<file path="src/rtl/md_ctrl_pkg.sv">
// Shared encodings for the HI/LO issue controller and the multiply-divide unit.
package md_ctrl_pkg;

    localparam int MUL_LAT_DEF = 5;
    localparam int DIV_LAT_DEF = 10;

    localparam logic [2:0] MD_MULT  = 3'b000;
    localparam logic [2:0] MD_MULTU = 3'b001;
    localparam logic [2:0] MD_DIV   = 3'b010;
    localparam logic [2:0] MD_DIVU  = 3'b011;
    localparam logic [2:0] MD_MTHI  = 3'b100;
    localparam logic [2:0] MD_MTLO  = 3'b101;
    localparam logic [2:0] MD_IDLE  = 3'b111;

    localparam logic [3:0] CLS_NONE  = 4'd0;
    localparam logic [3:0] CLS_MULT  = 4'd1;
    localparam logic [3:0] CLS_MULTU = 4'd2;
    localparam logic [3:0] CLS_DIV   = 4'd3;
    localparam logic [3:0] CLS_DIVU  = 4'd4;
    localparam logic [3:0] CLS_MTHI  = 4'd5;
    localparam logic [3:0] CLS_MTLO  = 4'd6;
    localparam logic [3:0] CLS_MFHI  = 4'd7;
    localparam logic [3:0] CLS_MFLO  = 4'd8;

    typedef enum logic {
        ST_IDLE = 1'b0,
        ST_RUN  = 1'b1
    } md_state_t;

endpackage

</file>
<file path="src/rtl/md_lat_counter.sv">
// Loadable down-counter that shadows the multiply-divide unit's remaining latency.
module md_lat_counter #(
    parameter int CNT_W = 4
) (
    input  logic             clk,
    input  logic             reset,
    input  logic             load,
    input  logic [CNT_W-1:0] load_val,
    output logic [CNT_W-1:0] cnt,
    output logic             zero
);

    assign zero = (cnt == '0);

    always_ff @(posedge clk) begin
        if (reset)
            cnt <= '0;
        else if (load)
            cnt <= load_val;
        else if (!zero)
            cnt <= cnt - 1'b1;
    end

endmodule

</file>
<file path="src/rtl/md_ctrl.sv">
// E-stage HI/LO issue and hazard controller: starts the multiply-divide unit,
// stalls D-stage HI/LO users while it runs, and cross-checks the unit's busy.
module md_ctrl
    import md_ctrl_pkg::*;
#(
    parameter int MUL_LAT = MUL_LAT_DEF,
    parameter int DIV_LAT = DIV_LAT_DEF,
    parameter int CNT_W   = 4
) (
    input  logic        clk,
    input  logic        reset,
    input  logic        e_valid,
    input  logic [3:0]  e_mdclass,
    input  logic        d_uses_md,
    input  logic        flush,
    input  logic        md_busy,
    output logic        start,
    output logic [2:0]  md_op,
    output logic        stall_d,
    output logic        hilo_sel,
    output logic        sync_err,
    output logic [31:0] stall_cnt
);

    md_state_t        state;
    logic             issue;
    logic             is_arith;
    logic             run;
    logic [CNT_W-1:0] load_val;
    logic [CNT_W-1:0] cnt;
    logic             cnt_zero;

    always_comb begin
        issue    = e_valid & ~flush;
        is_arith = (e_mdclass >= CLS_MULT) && (e_mdclass <= CLS_DIVU);
        run      = (state == ST_RUN);
        start    = issue & is_arith & ~run;
        stall_d  = d_uses_md & (start | run);
        hilo_sel = (e_mdclass == CLS_MFLO);
        load_val = (e_mdclass == CLS_MULT || e_mdclass == CLS_MULTU)
                   ? CNT_W'(MUL_LAT) : CNT_W'(DIV_LAT);
        md_op    = MD_IDLE;
        if (issue) begin
            case (e_mdclass)
                CLS_MULT:  md_op = MD_MULT;
                CLS_MULTU: md_op = MD_MULTU;
                CLS_DIV:   md_op = MD_DIV;
                CLS_DIVU:  md_op = MD_DIVU;
                CLS_MTHI:  md_op = MD_MTHI;
                CLS_MTLO:  md_op = MD_MTLO;
                default:   md_op = MD_IDLE;
            endcase
        end
    end

    md_lat_counter #(.CNT_W(CNT_W)) u_cnt (
        .clk      (clk),
        .reset    (reset),
        .load     (start),
        .load_val (load_val),
        .cnt      (cnt),
        .zero     (cnt_zero)
    );

    always_ff @(posedge clk) begin
        if (reset) begin
            state     <= ST_IDLE;
            sync_err  <= 1'b0;
            stall_cnt <= '0;
        end else begin
            case (state)
                ST_IDLE: if (start) state <= ST_RUN;
                ST_RUN:  if (cnt == CNT_W'(1)) state <= ST_IDLE;
                default: state <= ST_IDLE;
            endcase
            // Any disagreement with the unit, an arithmetic op slipping past the
            // stall, or the FSM drifting from its own countdown is sticky.
            if ((md_busy != (start | run)) || (issue & is_arith & run) || (run == cnt_zero))
                sync_err <= 1'b1;
            if (stall_d)
                stall_cnt <= stall_cnt + 32'd1;
        end
    end

endmodule

</file>
<file path="config.mk">
export PLATFORM = sky130hd
export DESIGN_NAME = md_ctrl
export DESIGN_NICKNAME = d
export VERILOG_FILES = /design/src/rtl/md_ctrl_pkg.sv /design/src/rtl/md_lat_counter.sv /design/src/rtl/md_ctrl.sv
export SDC_FILE = /design/constraint.sdc
export NUM_CORES = 1
export LEC_CHECK = 0
export BUFFER_PORTS_ARGS = -buffer_cell sky130_fd_sc_hd__clkbuf_2
export CAP_MARGIN = 20
export CELL_PAD_IN_SITES_DETAIL_PLACEMENT = 2
export CELL_PAD_IN_SITES_GLOBAL_PLACEMENT = 2
export CORE_ASPECT_RATIO = 1.2
export CORE_MARGIN = 2
export CORE_UTILIZATION = 33
export DETAILED_ROUTE_END_ITERATION = 8
export GPL_TIMING_DRIVEN = 0
export PLACE_DENSITY_LB_ADDON = 0.15
export SETUP_SLACK_MARGIN = 0.2
export SLEW_MARGIN = 20
export SYNTH_ARGS = -nofsm -noshare
export SYNTH_HDL_FRONTEND = slang
export SYNTH_SLANG_ARGS = --single-unit
</file>
<file path="constraint.sdc">
create_clock -name clk -period 6.3 [get_ports clk]
set_clock_uncertainty 0.15 [all_clocks]
set_input_delay 1.26 -clock clk [delete_from_list [all_inputs] [get_ports clk]]
set_output_delay 1.26 -clock clk [all_outputs]
set_load 0.02 [all_outputs]
</file>
Yosys cells after proc, flatten, opt, wreduce, memory -nomap -nowiden
Index checks and enable logic that the tools add are counted.
{"block": "op_classes", "order_cmp": 2, "n_addsub": 2, "muxes": 8, "n_eq_ne": 11, "bitwise": 8, "n_reduce_logical": 5}
{"operator": "adder 32 x 1 -> 32 bit, second input constant", "n": 1}
{"operator": "case mux 3 bit (6 select lines)", "n": 1}
{"operator": "== test 4 x 3 -> 1 bit, second input constant", "n": 3}
{"operator": "two-way mux 4 bit", "n": 3}
{"operator": "== test 4 x 1 -> 1 bit, second input constant", "n": 2}
{"operator": "== test 4 x 2 -> 1 bit, second input constant", "n": 2}
{"operator": "AND 1 bit", "n": 5}
{"operator": "== test 4 bit, second input constant", "n": 1}
{"operator": "greater-or-equal comparator 4 x 1 -> 1 bit, second input constant", "n": 1}
{"operator": "<= comparator 4 x 3 -> 1 bit, second input constant", "n": 1}
{"operator": "logical NOT 4 bit", "n": 1}
{"operator": "subtractor 4 x 1 -> 4 bit, second input constant", "n": 1}
{"operator": "logical OR 1 bit", "n": 3}
{"operator": "two-way mux 3 bit", "n": 1}
{"operator": "two-way mux 1 bit", "n": 2}
{"operator": "inequality test 2 bit, second input constant", "n": 1}
{"operator": "NOT 1 bit", "n": 2}
{"operator": "case mux 1 bit (2 select lines)", "n": 1}
{"operator": "== test 1 bit", "n": 1}
{"operator": "logical AND 1 bit", "n": 1}
{"operator": "inequality test 1 bit", "n": 1}
{"operator": "bitwise OR 1 bit", "n": 1}
{"block": "word_totals", "regBits": 38, "elab_cells": 40, "output_inout_bits": 39, "inputBits": 10}

Logic depth before layout (Yosys ltp)
{"block": "depth", "word_depth": 8, "depth_mapped": 7, "ltp_nobuf": 7}

By module
From an unflattened synthesis, not the netlist that was laid out.
{"block": "hier_totals", "cells_unflattened": 226, "area_unflattened_um2": 2013.2}
{"module": "md_ctrl", "seq_area_each_um2": 680.7, "instances": 1, "cells_each": 202, "area_per_inst_um2": 1784.2}
{"module": "md_lat_counter", "seq_area_each_um2": 80.1, "instances": 1, "cells_each": 24, "area_per_inst_um2": 229.0}

Worst setup path after synthesis
No wires, ideal clock.
{"block": "synth_path", "kind": "input to output", "from": "in e_mdclass[0]", "to": "out stall_d", "arrival_time_ns": 2.434, "required_time_ns": 4.890, "stages": 4, "setup_slack_ns": 2.456, "n_path_buf": 1, "path_cell_list": "o21ai_0 a31oi_2 buf_2 nor2b_1"}
{"block": "synth_between", "elab_chain_cells": 6, "word_cells_on_any_way": 7, "classes_between": "2 x order compare; 4 x bitwise; 1 x reduce/logical"}
{"element": "start: declaration", "line": "md_ctrl.sv:13", "text": "input logic [3:0] e_mdclass,"}
{"element": "greater-or-equal comparator 4 x 1 -> 1 bit or <= comparator 4 x 3 -> 1 bit (tied branches)", "line": "md_ctrl.sv:35", "text": "is_arith = (e_mdclass >= CLS_MULT) && (e_mdclass <= CLS_DIVU);"}
{"element": "logical AND 1 bit *", "line": "md_ctrl.sv:35"}
{"element": "AND 1 bit * (2 in series)", "line": "md_ctrl.sv:37", "text": "start = issue & is_arith & ~run;"}
{"element": "bitwise OR 1 bit *", "line": "md_ctrl.sv:38", "text": "stall_d = d_uses_md & (start | run);"}
{"element": "AND 1 bit *", "line": "md_ctrl.sv:38"}
{"element": "end: declaration", "line": "md_ctrl.sv:19", "text": "output logic stall_d,"}
Every way passes the cells marked *; elsewhere a longest branch is shown, timed or not.

Worst setup path in the final report
{"block": "layout_path", "from": "in e_mdclass[2]", "to": "out stall_d"}
Same word-level chain as after synthesis.

==> summary.md <==
| Metric | Value |
|---|---|
| Post-CTS Resized | 0 |
| Worst hold path type | reg -> reg |
| DRT Pass-1 Iters | 4 |
| Diodes inserted | 0 |
| Core Util, Final | 41.9% |
| Fin crit share | 69.6% |
| DRC viols | 0 |
| Initial antenna violation count | 0 |
| Vias per inst | 5.15 |
| Clk sink count | 38 |
| Area after DPL | 0.00232 sq mm |
| Setup TNS | 0 ps |
| Syn_nets | 237 |
| Synth warn | 0 |
| Area Overhead vs Synth | 21.4% |
| Slew headroom | 40.8% |
| Final instance area | 0.00240 sq mm |
| CTS tree | built |
| Peak supply drop | 0.0852 mV |
| Core Rows | 30 |
| Area of the die | 0.00664 sq mm |
| GRT overflow | 0 |
| Routed vias | 1,844 |
| Crit path DAT | 2970 ps |
| Root Driver | clkbuf_8 |
| First-pass GRT wire length | 9.67 mm |
| Die height | 88.9 um |
| Synth Register Bits | 38 |
| Die W | 74.7 um |
| Finish-stage setup viols | 0 |
| Lkg Pwr | 0.000845 uW |
| Number of synthesized flops with an enable pin | 0 |
| Iter 0 DRT Violations | 49 |
| Area contributors post-synth | dfxtp_1 (38%), xnor2_1 (12%), nor2_1 (6.4%), nor4_1 (3.2%), nand2_1 (2.5%) |
| Post-Route WL | 5.66 mm |
| Synth unique cells | 43 |
| Sequential area share after synthesis | 38.4% |
| H-tree depth | 2 |
| Synthesized area per cell | 8.84 sq um |
| Cts hold-fix bufs | 0 |
| Final nets | 292 |
| Post-CTS setup buffers | 0 |
| Synthesized area | 0.00198 sq mm |
| Cell Pwr Density | 232 mW/mm^2 |
| Placeable Area | 0.00574 sq mm |
| Worst hold slack | 327 ps |
| Worst setup SP type | input port |
| Synth area leader | dfxtp_1 |
| Kind of critical path | in -> out |
| RSZ-0062 raised after global routing | false |
| Port bufs | 48 |
| Predominant post-synthesis flop cell | dfxtp_1 |
| Post-synth top area share | 38.4% |
| GR Util All Layers | 19.2% |
| Clock latency on the worst-skew pair | 280 ps |
| Tmin final | 4380 ps |
| Status | complete, no violations |
| Most instantiated library cell after synthesis | dfxtp_1 |
| Vias in the first global route | 1,956 |
| Buffer depth of the longest clock path | 2 |
| Top Ports | 49 |
| Hpwl dp | 4.26 mm |
| Final Wtd Congestion | 0.749 |
| Max Clk Rate | 228 MHz |
| Most frequent cells after synthesis | dfxtp_1 (38), nor2_1 (34), xnor2_1 (27), nand2_1 (13), nor4_1 (10) |
| Final Hold Vio Count | 0 |
| Worst Tran Pin Value | 886 ps |
| Layout cell share with drive strength beyond 1 | 26.3% |
| Power, Total | 558 uW |
| Max cap viols | 0 |
| Max FO, Critical Path | 10 |
| Worst-path clk slew | 70 ps |
| WP data required | 4890 ps |
| Critical path endpoint category | output pin |
| Largest net degree at the start of global routing | 11 |
| Num CTS Buffers | 5 |
| Initial Utilization | 34.5% |
| Routed len/inst | 15.8 um |
| Final Max Slew Viols | 0 |
| Cell count after synthesis | 224 |
| Post-DRT Antenna Nets | 0 |
| Ys async rst share | 0% |
-- cell type report --
| cell class | instances | area [sq um] |
|---|---|---|
| flip-flops and latches | 38 | 761 |
| clock buffers | 6 | 82.6 |
| plain buffers | 9 | 45.0 |
| multi-input cells | 168 | 1140 |
| fillers | 670 | 3340 |
| repair buffers | 48 | 240 |
| inverters | 9 | 33.8 |
| well taps | 80 | 100 |
-- metrics by stage --
step           setup WS, ps  instances
3_3_place_gp           1900        352
3_5_place_dp           1930        352
6_report               1920        358
5_1_grt                1830        358
4_1_cts                1920        358
2_1_floorplan          2460        224
-- report_power, final --
group / leakage [uW] / internal (uW) / switching (uW)
clock network: 0.0000431 / 84.5 / 84.0
logic: 0.000495 / 57.5 / 65.3
registers: 0.000307 / 254 / 13.0
-- cells in the final DEF, fill, tap and decap left out, drive strengths merged, types with 4 or more instances in the layout --
| master | Yosys | final |
|---|---|---|
| a21oi | 9 | 9 |
| nor4b | 6 | 6 |
| nand3 | 7 | 7 |
| nor3b | 4 | 4 |
| or3 | 4 | 4 |
| clkbuf | 6 | 60 |
| nand4 | 8 | 8 |
| nor3 | 6 | 6 |
| and3 | 4 | 4 |
| dfxtp | 38 | 38 |
| nor2 | 34 | 34 |
| or4 | 4 | 4 |
| inv | 9 | 9 |
| nor4 | 10 | 10 |
| nand2 | 13 | 13 |
| xnor2 | 27 | 27 |
-- path summary, 6_finish.rpt --
check                            start  cells past startpoint                         end  slack, ps
max                       e_mdclass[2]                      6                     stall_d       1920
min              sync_err$_SDFFE_PP0P_                      2       sync_err$_SDFFE_PP0P_        330
max reg2reg  stall_cnt[2]$_SDFFE_PP0P_                      6  stall_cnt[25]$_SDFFE_PP0P_       3920
min reg2reg      sync_err$_SDFFE_PP0P_                      2       sync_err$_SDFFE_PP0P_        330
-- cell families after synthesis --
| kind of cell | Yosys count | share of synthesized area (%) |
|---|---|---|
| buffers and inverters | 18 | 3.98 |
| AO/OA/AOI/OAI | 24 | 9.98 |
| XOR/XNOR | 29 | 12.8 |
| adder cells (fa/ha/maj) | 3 | 1.90 |
| flip-flops | 38 | 38.4 |
| AND/OR/NAND/NOR | 110 | 31.9 |
| multiplexers | 2 | 1.01 |
-- worst max-delay path, stage by stage --
cell and delay, ps:
clkbuf_2 120, or3_4 410, a31oi_2 500, buf_2 360, nor2b_1 140, clkbuf_2 180
-- state kept, by name, indices dropped and copies added, names as in the netlist --
signal,cells
run,1
stall_cnt,32
sync_err,1
u_cnt.cnt,4
-- layer usage --
| layer | up-vias | part of all wire, % | global-route usage (%) |
|---|---|---|---|
| li1 | 902 | - | - |
| met4 | 0 | 0.72 | 4.87 |
| met2 | 32 | 52 | 33.4 |
| met3 | 2 | 2.7 | 4.10 |
| met5 | - | 0 | 0 |
| met1 | 908 | 45 | 23.9 |
(Power assumes the default switching activity.)
